==> src/rtl/start_done_responder_if.sv <==
// start_done_responder_if: start/done/valid/ready bundle between initiator (master) and responder (slave).
// drop_cnt exists only when RESP_DROP_CNT_EN is defined.
interface start_done_responder_if #(parameter int DATA_W = 8);
  logic              start;
  logic [DATA_W-1:0] din;
  logic              ready;
  logic              busy;
  logic              done;
  logic              valid;
  logic [DATA_W-1:0] dout;
  logic              drop;
`ifdef RESP_DROP_CNT_EN
  logic [7:0]        drop_cnt;
  modport master (output start, din, ready, input busy, done, valid, dout, drop, drop_cnt);
  modport slave  (input start, din, ready, output busy, done, valid, dout, drop, drop_cnt);
`else
  modport master (output start, din, ready, input busy, done, valid, dout, drop);
  modport slave  (input start, din, ready, output busy, done, valid, dout, drop);
`endif
endinterface

==> src/rtl/start_done_responder.sv <==
// start_done_responder: fixed-latency (LAT) responder returning din+1, dropping starts while occupied.
// Optional saturating drop counter enabled by RESP_DROP_CNT_EN.
module start_done_responder #(
  parameter int LAT    = 2,
  parameter int DATA_W = 8
) (
  input logic                    clk,
  input logic                    rst_n,
  start_done_responder_if.slave  s
);
  typedef enum logic [1:0] {IDLE, BUSY, WAIT} state_t;
  state_t            state, state_nx;
  logic [3:0]        cnt, cnt_nx;
  logic [DATA_W-1:0] data, data_nx, dout_r, dout_nx;
  logic              done_r, done_nx, valid_r, valid_nx, drop_r, drop_nx;
  logic              xfer, accept, fin;
  assign xfer   = state == WAIT && s.ready;
  assign accept = s.start && (state == IDLE || xfer);
  // completion happens on the last BUSY edge, or on the accept edge itself when LAT is 1
  assign fin    = (state == BUSY && cnt == 4'd1) || (accept && LAT == 1);
  always_ff @(posedge clk or negedge rst_n) begin
    if (!rst_n) begin
      state   <= IDLE;
      cnt     <= '0;
      data    <= '0;
      dout_r  <= '0;
      done_r  <= 1'b0;
      valid_r <= 1'b0;
      drop_r  <= 1'b0;
    end else begin
      state   <= state_nx;
      cnt     <= cnt_nx;
      data    <= data_nx;
      dout_r  <= dout_nx;
      done_r  <= done_nx;
      valid_r <= valid_nx;
      drop_r  <= drop_nx;
    end
  end
  always_comb begin
    state_nx = accept ? (LAT == 1 ? WAIT : BUSY) : fin ? WAIT : xfer ? IDLE : state;
    cnt_nx   = accept ? 4'(LAT - 1) : state == BUSY ? cnt - 4'd1 : cnt;
    data_nx  = accept ? s.din : data;
  end
  always_comb begin
    done_nx  = fin;
    valid_nx = fin || (valid_r && !xfer);
    dout_nx  = fin ? (accept ? s.din : data) + DATA_W'(1) : dout_r;
    drop_nx  = s.start && !accept;
  end
  assign s.busy  = state != IDLE;
  assign s.done  = done_r;
  assign s.valid = valid_r;
  assign s.dout  = dout_r;
  assign s.drop  = drop_r;
`ifdef RESP_DROP_CNT_EN
  logic [7:0] dcnt;
  always_ff @(posedge clk or negedge rst_n) begin
    if (!rst_n) dcnt <= '0;
    else if (drop_r && dcnt != 8'hFF) dcnt <= dcnt + 8'd1;
  end
  assign s.drop_cnt = dcnt;
`endif
endmodule
==> src/flat_wrapper.sv <==
// flat-port wrapper written by rule: the top's interface ports become plain ports
module start_done_responder_flat 
#(
  parameter int LAT    = 2,
  parameter int DATA_W = 8
)
  (clk, rst_n, s_start, s_din, s_ready, s_busy, s_done, s_valid, s_dout, s_drop);
  start_done_responder_if #(.DATA_W(DATA_W)) s_i ();
  input logic clk;
  input logic rst_n;
  input wire logic [$bits(s_i.start)-1:0] s_start;
  input wire logic [$bits(s_i.din)-1:0] s_din;
  input wire logic [$bits(s_i.ready)-1:0] s_ready;
  output wire logic [$bits(s_i.busy)-1:0] s_busy;
  output wire logic [$bits(s_i.done)-1:0] s_done;
  output wire logic [$bits(s_i.valid)-1:0] s_valid;
  output wire logic [$bits(s_i.dout)-1:0] s_dout;
  output wire logic [$bits(s_i.drop)-1:0] s_drop;
  assign s_i.start = s_start;
  assign s_i.din = s_din;
  assign s_i.ready = s_ready;
  assign s_busy = s_i.busy;
  assign s_done = s_i.done;
  assign s_valid = s_i.valid;
  assign s_dout = s_i.dout;
  assign s_drop = s_i.drop;
  start_done_responder #(.LAT(LAT), .DATA_W(DATA_W)) u_core (.clk(clk), .rst_n(rst_n), .s(s_i));
endmodule
==> config.mk <==
export PLATFORM = sky130hd
export DESIGN_NAME = start_done_responder_flat
export DESIGN_NICKNAME = d
export VERILOG_FILES = /design/src/rtl/start_done_responder_if.sv /design/src/rtl/start_done_responder.sv /design/src/flat_wrapper.sv
export SDC_FILE = /design/constraint.sdc
export NUM_CORES = 1
export LEC_CHECK = 0
export BUFFER_PORTS_ARGS = -buffer_cell sky130_fd_sc_hd__buf_2
export CORE_ASPECT_RATIO = 1.25
export CORE_MARGIN = 1
export CORE_UTILIZATION = 53
export DETAILED_ROUTE_END_ITERATION = 8
export GPL_ROUTABILITY_DRIVEN = 0
export PLACE_DENSITY = 0.77
export SYNTH_ARGS = -nofsm -noshare
export SYNTH_HDL_FRONTEND = slang
export SYNTH_SLANG_ARGS = --single-unit
==> constraint.sdc <==
create_clock -name clk -period 3.2 [get_ports clk]
set_clock_uncertainty 0.1 [all_clocks]
set_input_delay 0.16 -clock clk [delete_from_list [all_inputs] [get_ports clk]]
set_output_delay 0.16 -clock clk [all_outputs]
set_load 0.01 [all_outputs]
==> reports/qor.txt, run 1 <==
YOSYS
--------------------------------------------------------------------------------
Instance count of the mapped netlist                                         116
Flop and latch count out of synthesis                                         25
Count of cell types in the netlist                                            33
Mean Syn Cell Area                                                      10.8 um2
Warnings from Yosys                                                            0
Netlist area before placement                                           1250 um2
Net count of the mapped netlist                                              131
Sequential fraction of the synthesis area                                  0.500

DETAILED ROUTING
--------------------------------------------------------------------------------
Starting DRT DRC Count                                                        39
Vias                                                                         920
Vias per inst                                                               5.32
Number of antenna-violating nets in the routed design                          0
Total iterations of the first detailed-routing run                             5
DRC                                                                            0
Total Routed Length                                                      2400 um
Detailed-route wire length per cell                                      13.9 um

WORST SETUP PATH
--------------------------------------------------------------------------------
Kind of capture point of the worst setup path                           register
Worst Path Max Fanout                                                         18
Element type at the critical path start                                 register
Data arrival time of the critical path                                   2.51 ns
Reg2Reg Setup Slack                                                      0.79 ns
Classification of the worst setup path                                   reg2reg
Required time reported for the critical path endpoint                    3.30 ns

FLOORPLAN
--------------------------------------------------------------------------------
Height of the chip                                                       56.3 um
Die X-Extent                                                             45.5 um
Area of the die                                                         2560 um2
Site row count                                                                19
Floorplan core area                                                     2210 um2
Io pins                                                                       24
Effective utilization at floorplan                                         0.566

LAYOUT
--------------------------------------------------------------------------------
Relative area change from synthesis to final layout                        14.3%
Fraction of layout cells with a size suffix above 1                        0.296
NumNets Final                                                                158
Antenna cell count                                                             0

TIMING
--------------------------------------------------------------------------------
Sum of negative setup slack                                                 0 ns
Final number of max-transition violations                                      0
Worst slew slack as a fraction of its limit                                0.571
Final Hold Viols                                                               0
Post-route minimum period                                                2.41 ns
Fin crit share                                                             0.754
Worst Max-Slew Pin Slew                                                 0.644 ns
Number of endpoints failing setup at the final stage                           0
RSZ-0062 raised after global routing                                       false
Max Fclk                                                               0.414 GHz

CLOCK NETWORK
--------------------------------------------------------------------------------
Latest clock arrival within the worst-skew pair                          0.33 ns
CTS tree                                                                     yes
Clock root buffer                                                   sky130_fd_sc_hd__clkbuf_4
CTS Buf Count                                                                  3
Post-cts gate resize count                                                     0
Clock-pin slew on the worst setup and hold paths                         0.14 ns
Count of clock tree sinks                                                     25
Clock tree buffer depth                                                        2
Depth of the CTS H-tree                                                        1

HOLD PATH
--------------------------------------------------------------------------------
Hold Crit Class                                                           in2reg

POWER AND IR DROP
--------------------------------------------------------------------------------
Sum of internal, switching and leakage power                             1.34 mW
Largest voltage drop on the vdd net                                     0.578 mV
Cell leakage power                                                      0.668 nW
Power per standard cell area                                          938 nW/um2

GLOBAL ROUTE
--------------------------------------------------------------------------------
Largest net degree at the start of global routing                             26
Via count of the first global-routing pass                                   929
First-pass GRT wire length                                               3960 um
Overall routing resource usage                                             0.217
Remaining Overflow, GRT                                                        0
Number of antenna violations at the first check in global routing              0

RUN
--------------------------------------------------------------------------------
Number of maximum-capacitance violations                                       0

STATUS
--------------------------------------------------------------------------------
Status                                                              finished, final reports clean

PLACE
--------------------------------------------------------------------------------
Estimated wirelength of the detail-placed design                         1720 um
Count of buffers inserted at the top-level ports                              23

report_power, final:
group	internal, mW	switching [mW]	total, mW	leakage, nW
Combinational	0.296	0.318	0.613	0.353
Sequential	0.469	0.115	0.584	0.302
Clock	0.0479	0.0962	0.144	0.0139
Total	0.812	0.529	1.34	0.668
final timing paths:
kind                       cells past startpoint             from               end
min in group asynchronous                      2            rst_n    u_core.s.valid
min reg2reg                                    2   u_core.s.valid    u_core.s.valid
max in group asynchronous                      2            rst_n  u_core.s.dout[2]
max                                            9  u_core.state[0]  u_core.s.dout[4]
min                                            2         s_din[5]    u_core.data[5]
max reg2reg                                    9  u_core.state[0]  u_core.s.dout[4]
metrics by stage:
stage	utilization	instance area (um2)	std cells	hold slack (ns)	worst slack, ns
2_1_floorplan	-	1250	116	-0.236	0.921
3_3_place_gp	0.620	1370	166	0.0692	0.916
3_5_place_dp	0.620	1370	166	0.0703	0.855
4_1_cts	0.647	1430	173	0.00352	0.812
5_1_grt	0.647	1430	173	0.00516	0.630
6_report	0.647	1430	173	0.0148	0.787
layout make-up:
class,count,area (um2)
Fill cell,207,781
Tap cell,31,38.8
Clock inverter,1,7.51
Sequential cell,25,626
Inverter,5,20.0
Timing Repair Buffer,26,145
Clock buffer,3,22.5
Multi-Input combinational cell,82,571
logic make-up (layout without fill, tap and decap cells):
kind of cell               Yosys count  after routing  share of synthesized area
and+or+nand+nor                     43             43                      0.173
DFF                                 25             25                      0.500
AOI/OAI and AO/OA                   15             15                     0.0740
muxes                               11             11                      0.109
xor gates and xnor gates            10             10                     0.0700
buffers and inverters                9             35                     0.0440
adders and majority gates            3              3                     0.0300
per-layer routing:
metal  GRT usage  up-vias  share of wire
met5           0        -              0
met4       0.117        0          0.044
met3      0.0322       12          0.033
met2       0.386       33           0.53
met1       0.231      435           0.40
li1            -      440              -
cells in the final DEF (no fill, tap or decap):
cell,netlist,layout
sky130_fd_sc_hd__dfrtp_1,25,25
sky130_fd_sc_hd__buf_2,1,23
sky130_fd_sc_hd__nand2_1,17,17
sky130_fd_sc_hd__xnor2_1,6,6
sky130_fd_sc_hd__nand3_1,6,6
sky130_fd_sc_hd__mux2_2,5,5
sky130_fd_sc_hd__nor2_1,5,5
sky130_fd_sc_hd__mux2_4,4,4
sky130_fd_sc_hd__inv_1,4,4
sky130_fd_sc_hd__xor2_1,4,4
sky130_fd_sc_hd__o21ai_1,4,4
sky130_fd_sc_hd__nand2b_1,3,3
sky130_fd_sc_hd__a21oi_1,3,3
sky130_fd_sc_hd__ha_1,3,3
sky130_fd_sc_hd__clkbuf_4,0,3
sky130_fd_sc_hd__dlygate4sd3_1,0,3
sky130_fd_sc_hd__nor2b_1,2,2
sky130_fd_sc_hd__a211oi_1,2,2
sky130_fd_sc_hd__o21ai_0,2,2
sky130_fd_sc_hd__o21ai_2,2,2
sky130_fd_sc_hd__mux2i_1,2,2
sky130_fd_sc_hd__nor3_1,2,2
sky130_fd_sc_hd__nor2b_2,1,1
sky130_fd_sc_hd__and2_4,1,1
sky130_fd_sc_hd__or2_2,1,1
sky130_fd_sc_hd__or4b_1,1,1
sky130_fd_sc_hd__clkinv_2,1,1
sky130_fd_sc_hd__nand3b_1,1,1
sky130_fd_sc_hd__o21a_1,1,1
sky130_fd_sc_hd__a21o_1,1,1
sky130_fd_sc_hd__nor4b_1,1,1
sky130_fd_sc_hd__nand4_1,1,1
sky130_fd_sc_hd__nor4_1,1,1
sky130_fd_sc_hd__clkinvlp_4,0,1
worst max-delay path, stage by stage, from the launching register on:
cell,delay [ns]
sky130_fd_sc_hd__dfrtp_1,0.48
sky130_fd_sc_hd__nor2b_2,0.19
sky130_fd_sc_hd__and2_4,0.32
sky130_fd_sc_hd__mux2_2,0.41
sky130_fd_sc_hd__ha_1,0.26
sky130_fd_sc_hd__nand3_1,0.12
sky130_fd_sc_hd__xor2_1,0.15
sky130_fd_sc_hd__nor2_1,0.05
sky130_fd_sc_hd__a21oi_1,0.13
sky130_fd_sc_hd__o21ai_1,0.07
timing repair:
action | 4_1_cts | 5_1_grt
endpoints found under the hold margin | 27 | 0
hold buffers | 3 | 0
setup buffers | 0 | 0
cells in the mapped netlist, drive strengths merged:
cell	n	area [um2]
xor2	4	35.0
nor4	1	6.26
and2	1	8.76
a211oi	2	15.0
or4b	1	10.0
mux2i	2	20.0
nor4b	1	8.76
nand2b	3	18.8
nand4	1	6.26
nor2b	3	21.3
buf	4	35.0
clkinv	1	5.00
o21a	1	7.51
mux2	9	116
or2	1	6.26
nand2	17	63.8
nand3	6	30.0
inv	4	15.0
o21ai	8	47.6
nor3	2	10.0
dfrtp	25	626
nor2	5	18.8
nand3b	1	7.51
ha	3	37.5
a21o	1	7.51
xnor2	6	52.6
a21oi	3	15.0
registers in the layout, summed over array words and instances (netlist names):
| name | flops |
|---|---|
| u_core.s.valid | 1 |
| u_core.data | 8 |
| u_core.s.dout | 8 |
| u_core.s.drop | 1 |
| u_core.state | 2 |
| u_core.cnt | 4 |
| u_core.s.done | 1 |
Power figures use the tool's default switching activity.
==> inputs of run 2 (changes only) <==
CORE_UTILIZATION = 48   (was 53)
PLACE_DENSITY = 0.74   (was 0.77)
clock period = 2 ns   (was 3.2 ns; I/O delays follow)
==> reports/qor.txt, run 2 (synthesis gave the netlist of run 1 again) <==
LAYOUT
--------------------------------------------------------------------------------
Final Core Density                                                         0.644
Fraction of layout cells with a size suffix above 1                        0.314
NumNets Final                                                                172
Antenna cell count                                                             0
Relative area change from synthesis to final layout                        26.2%
Most frequent cells in the layout                                   25 x sky130_fd_sc_hd__dfrtp_1, 23 x sky130_fd_sc_hd__buf_2, 17 x sky130_fd_sc_hd__nand2_1
Finished layout cell area                                               1580 um2
Most common cell after layout, fill and taps aside                  sky130_fd_sc_hd__dfrtp_1

WORST SETUP PATH
--------------------------------------------------------------------------------
Longest individual stage delay on the worst path                         0.42 ns
Kind of capture point of the worst setup path                           register
Data arrival time of the critical path                                   2.06 ns
Cell class contributing the biggest share of worst-path delay       simple AND/OR/NAND/NOR gates
Count of buffer and inverter cells on the critical path                        0
Max stage delay cell, worst path                                    sky130_fd_sc_hd__dfrtp_1
Worst Path Max Fanout                                                          4
Classification of the worst setup path                                   reg2reg
R2R cell count                                                                 9
Required time reported for the critical path endpoint                    2.12 ns
Path length in cells of the critical path                                      9
Cell chain of the critical path                                     nor2b_2 -> and2_4 -> mux2_4 -> ha_4 -> nand3_2 -> xor2_1 -> nor2_1 -> a21oi_1 -> o21ai_1
Element type at the critical path start                                 register

PLACE
--------------------------------------------------------------------------------
Count of buffers inserted at the top-level ports                              23
Estimated wirelength of the detail-placed design                         1770 um
Post-placement cell area                                                1430 um2

GLOBAL ROUTE
--------------------------------------------------------------------------------
Number of antenna violations at the first check in global routing              0
Largest net degree at the start of global routing                             26
Met3 layer usage reported by global route                                 0.0274
Remaining Overflow, GRT                                                        0
Met2 GRT Util                                                              0.350
Via count of the first global-routing pass                                   948
Met1 Track Usage GR                                                        0.254
First-pass GRT wire length                                               4050 um
Peak-usage layer in the global routing report                               met2
Overall routing resource usage                                             0.207

TIMING
--------------------------------------------------------------------------------
Worst slew slack as a fraction of its limit                                0.629
Number of endpoints failing setup at the final stage                           0
Final number of max-transition violations                                      0
Final Hold Viols                                                               1
Max Fclk                                                               0.514 GHz
Worst hold slack across all endpoints                                -0.00132 ns
Post-route minimum period                                                1.95 ns
Fin crit share                                                             0.973
RSZ-0062 raised after global routing                                        true
Sum of negative setup slack                                                 0 ns
Worst Max-Slew Pin Slew                                                 0.557 ns

DETAILED ROUTING
--------------------------------------------------------------------------------
Number of antenna-violating nets in the routed design                          0
Total iterations of the first detailed-routing run                             4
Detailed-route wire length per cell                                      13.4 um
Vias per inst                                                               5.13
DRC                                                                            0
Total Routed Length                                                      2530 um
Vias                                                                         969
Starting DRT DRC Count                                                        11

FLOORPLAN
--------------------------------------------------------------------------------
Io pins                                                                       24
Floorplan core area                                                     2450 um2
Site row count                                                                20
Die X-Extent                                                             47.7 um
Area of the die                                                         2820 um2
Effective utilization at floorplan                                         0.510
Height of the chip                                                       59.1 um

POWER AND IR DROP
--------------------------------------------------------------------------------
Cell leakage power                                                      0.737 nW
Sum of internal, switching and leakage power                             2.27 mW
Largest voltage drop on the vdd net                                     0.915 mV
Power per standard cell area                                         1440 nW/um2

STATUS
--------------------------------------------------------------------------------
Status                                                              finished with violations
Violations in the final reports                                     negative hold slack

CLOCK NETWORK
--------------------------------------------------------------------------------
Clock-pin slew on the worst setup and hold paths                         0.13 ns
CTS tree                                                                     yes
Count of clock tree sinks                                                     25
Clock root buffer                                                   sky130_fd_sc_hd__clkbuf_4
CTS Buf Count                                                                  3
Depth of the CTS H-tree                                                        1
Latest clock arrival within the worst-skew pair                          0.32 ns
Clock tree buffer depth                                                        2

HOLD PATH
--------------------------------------------------------------------------------
Number of instances on the worst hold path                                     4
Hold Crit Class                                                           in2reg

RUN
--------------------------------------------------------------------------------
Number of maximum-capacitance violations                                       0

[run 2: cell count changes in the layout (fill, tap and decap cells not counted), sizes merged]
cell,before,now
buf,23,29
clkbuf,3,4
dlygate4sd3,3,11
clkinvlp,1,0
[run 2: tightest hold or removal path: stages]
cell and delay (ns):
sky130_fd_sc_hd__buf_2 0.12, sky130_fd_sc_hd__inv_1 0.05, sky130_fd_sc_hd__o21ai_0 0.07, sky130_fd_sc_hd__nand2_1 0.06
[run 2: per-layer routing]
layer / part of all wire / routed length (um)
met1: 0.43 / 1090
met3: 0.029 / 72
met4: 0.022 / 55
met2: 0.52 / 1300
met5: 0 / 0
[run 2: area by class of cell]
cell class                 count  area, um2
timing repair buffer          40        270
sequential                    25        626
clock buffer                   4       26.3
fill                         213        873
inverter                       5       20.0
tap                           33       41.3
multi-input combinational     82        596
[run 2: timing repair]
action                                  CTS  global route
endpoints found under the hold margin    33             2
hold buffers                              9             2
resized for setup                         0             1
endpoints found under the setup margin    0             1
setup buffers                             0             1
[run 2: through the flow]
stage / setup WS (ns) / instances
6_report: 0.0540 / 189
5_1_grt: -0.0362 / 189
4_1_cts: 0.00468 / 186
3_5_place_dp: 0.0270 / 173
3_3_place_gp: 0.0878 / 173
2_1_floorplan: -0.0940 / 116
[run 2: path summary, 6_finish.rpt]
check | endpoint | slack (ns) | startpoint
worst min register to register | u_core.s.dout[6] | 0.40 | u_core.s.dout[6]
min in group asynchronous | u_core.s.done | 0.18 | rst_n
worst min-delay path | u_core.state[1] | -0.001 | s_ready
max in group asynchronous | u_core.state[0] | 1.25 | rst_n
worst max-delay path | u_core.s.dout[4] | 0.05 | u_core.state[0]
worst max register to register | u_core.s.dout[4] | 0.05 | u_core.state[0]
[run 2: power breakdown]
group	switching, mW	internal, mW	leakage, nW
combinational	0.546	0.569	0.421
clock	0.153	0.0780	0.0150
sequential	0.174	0.750	0.302
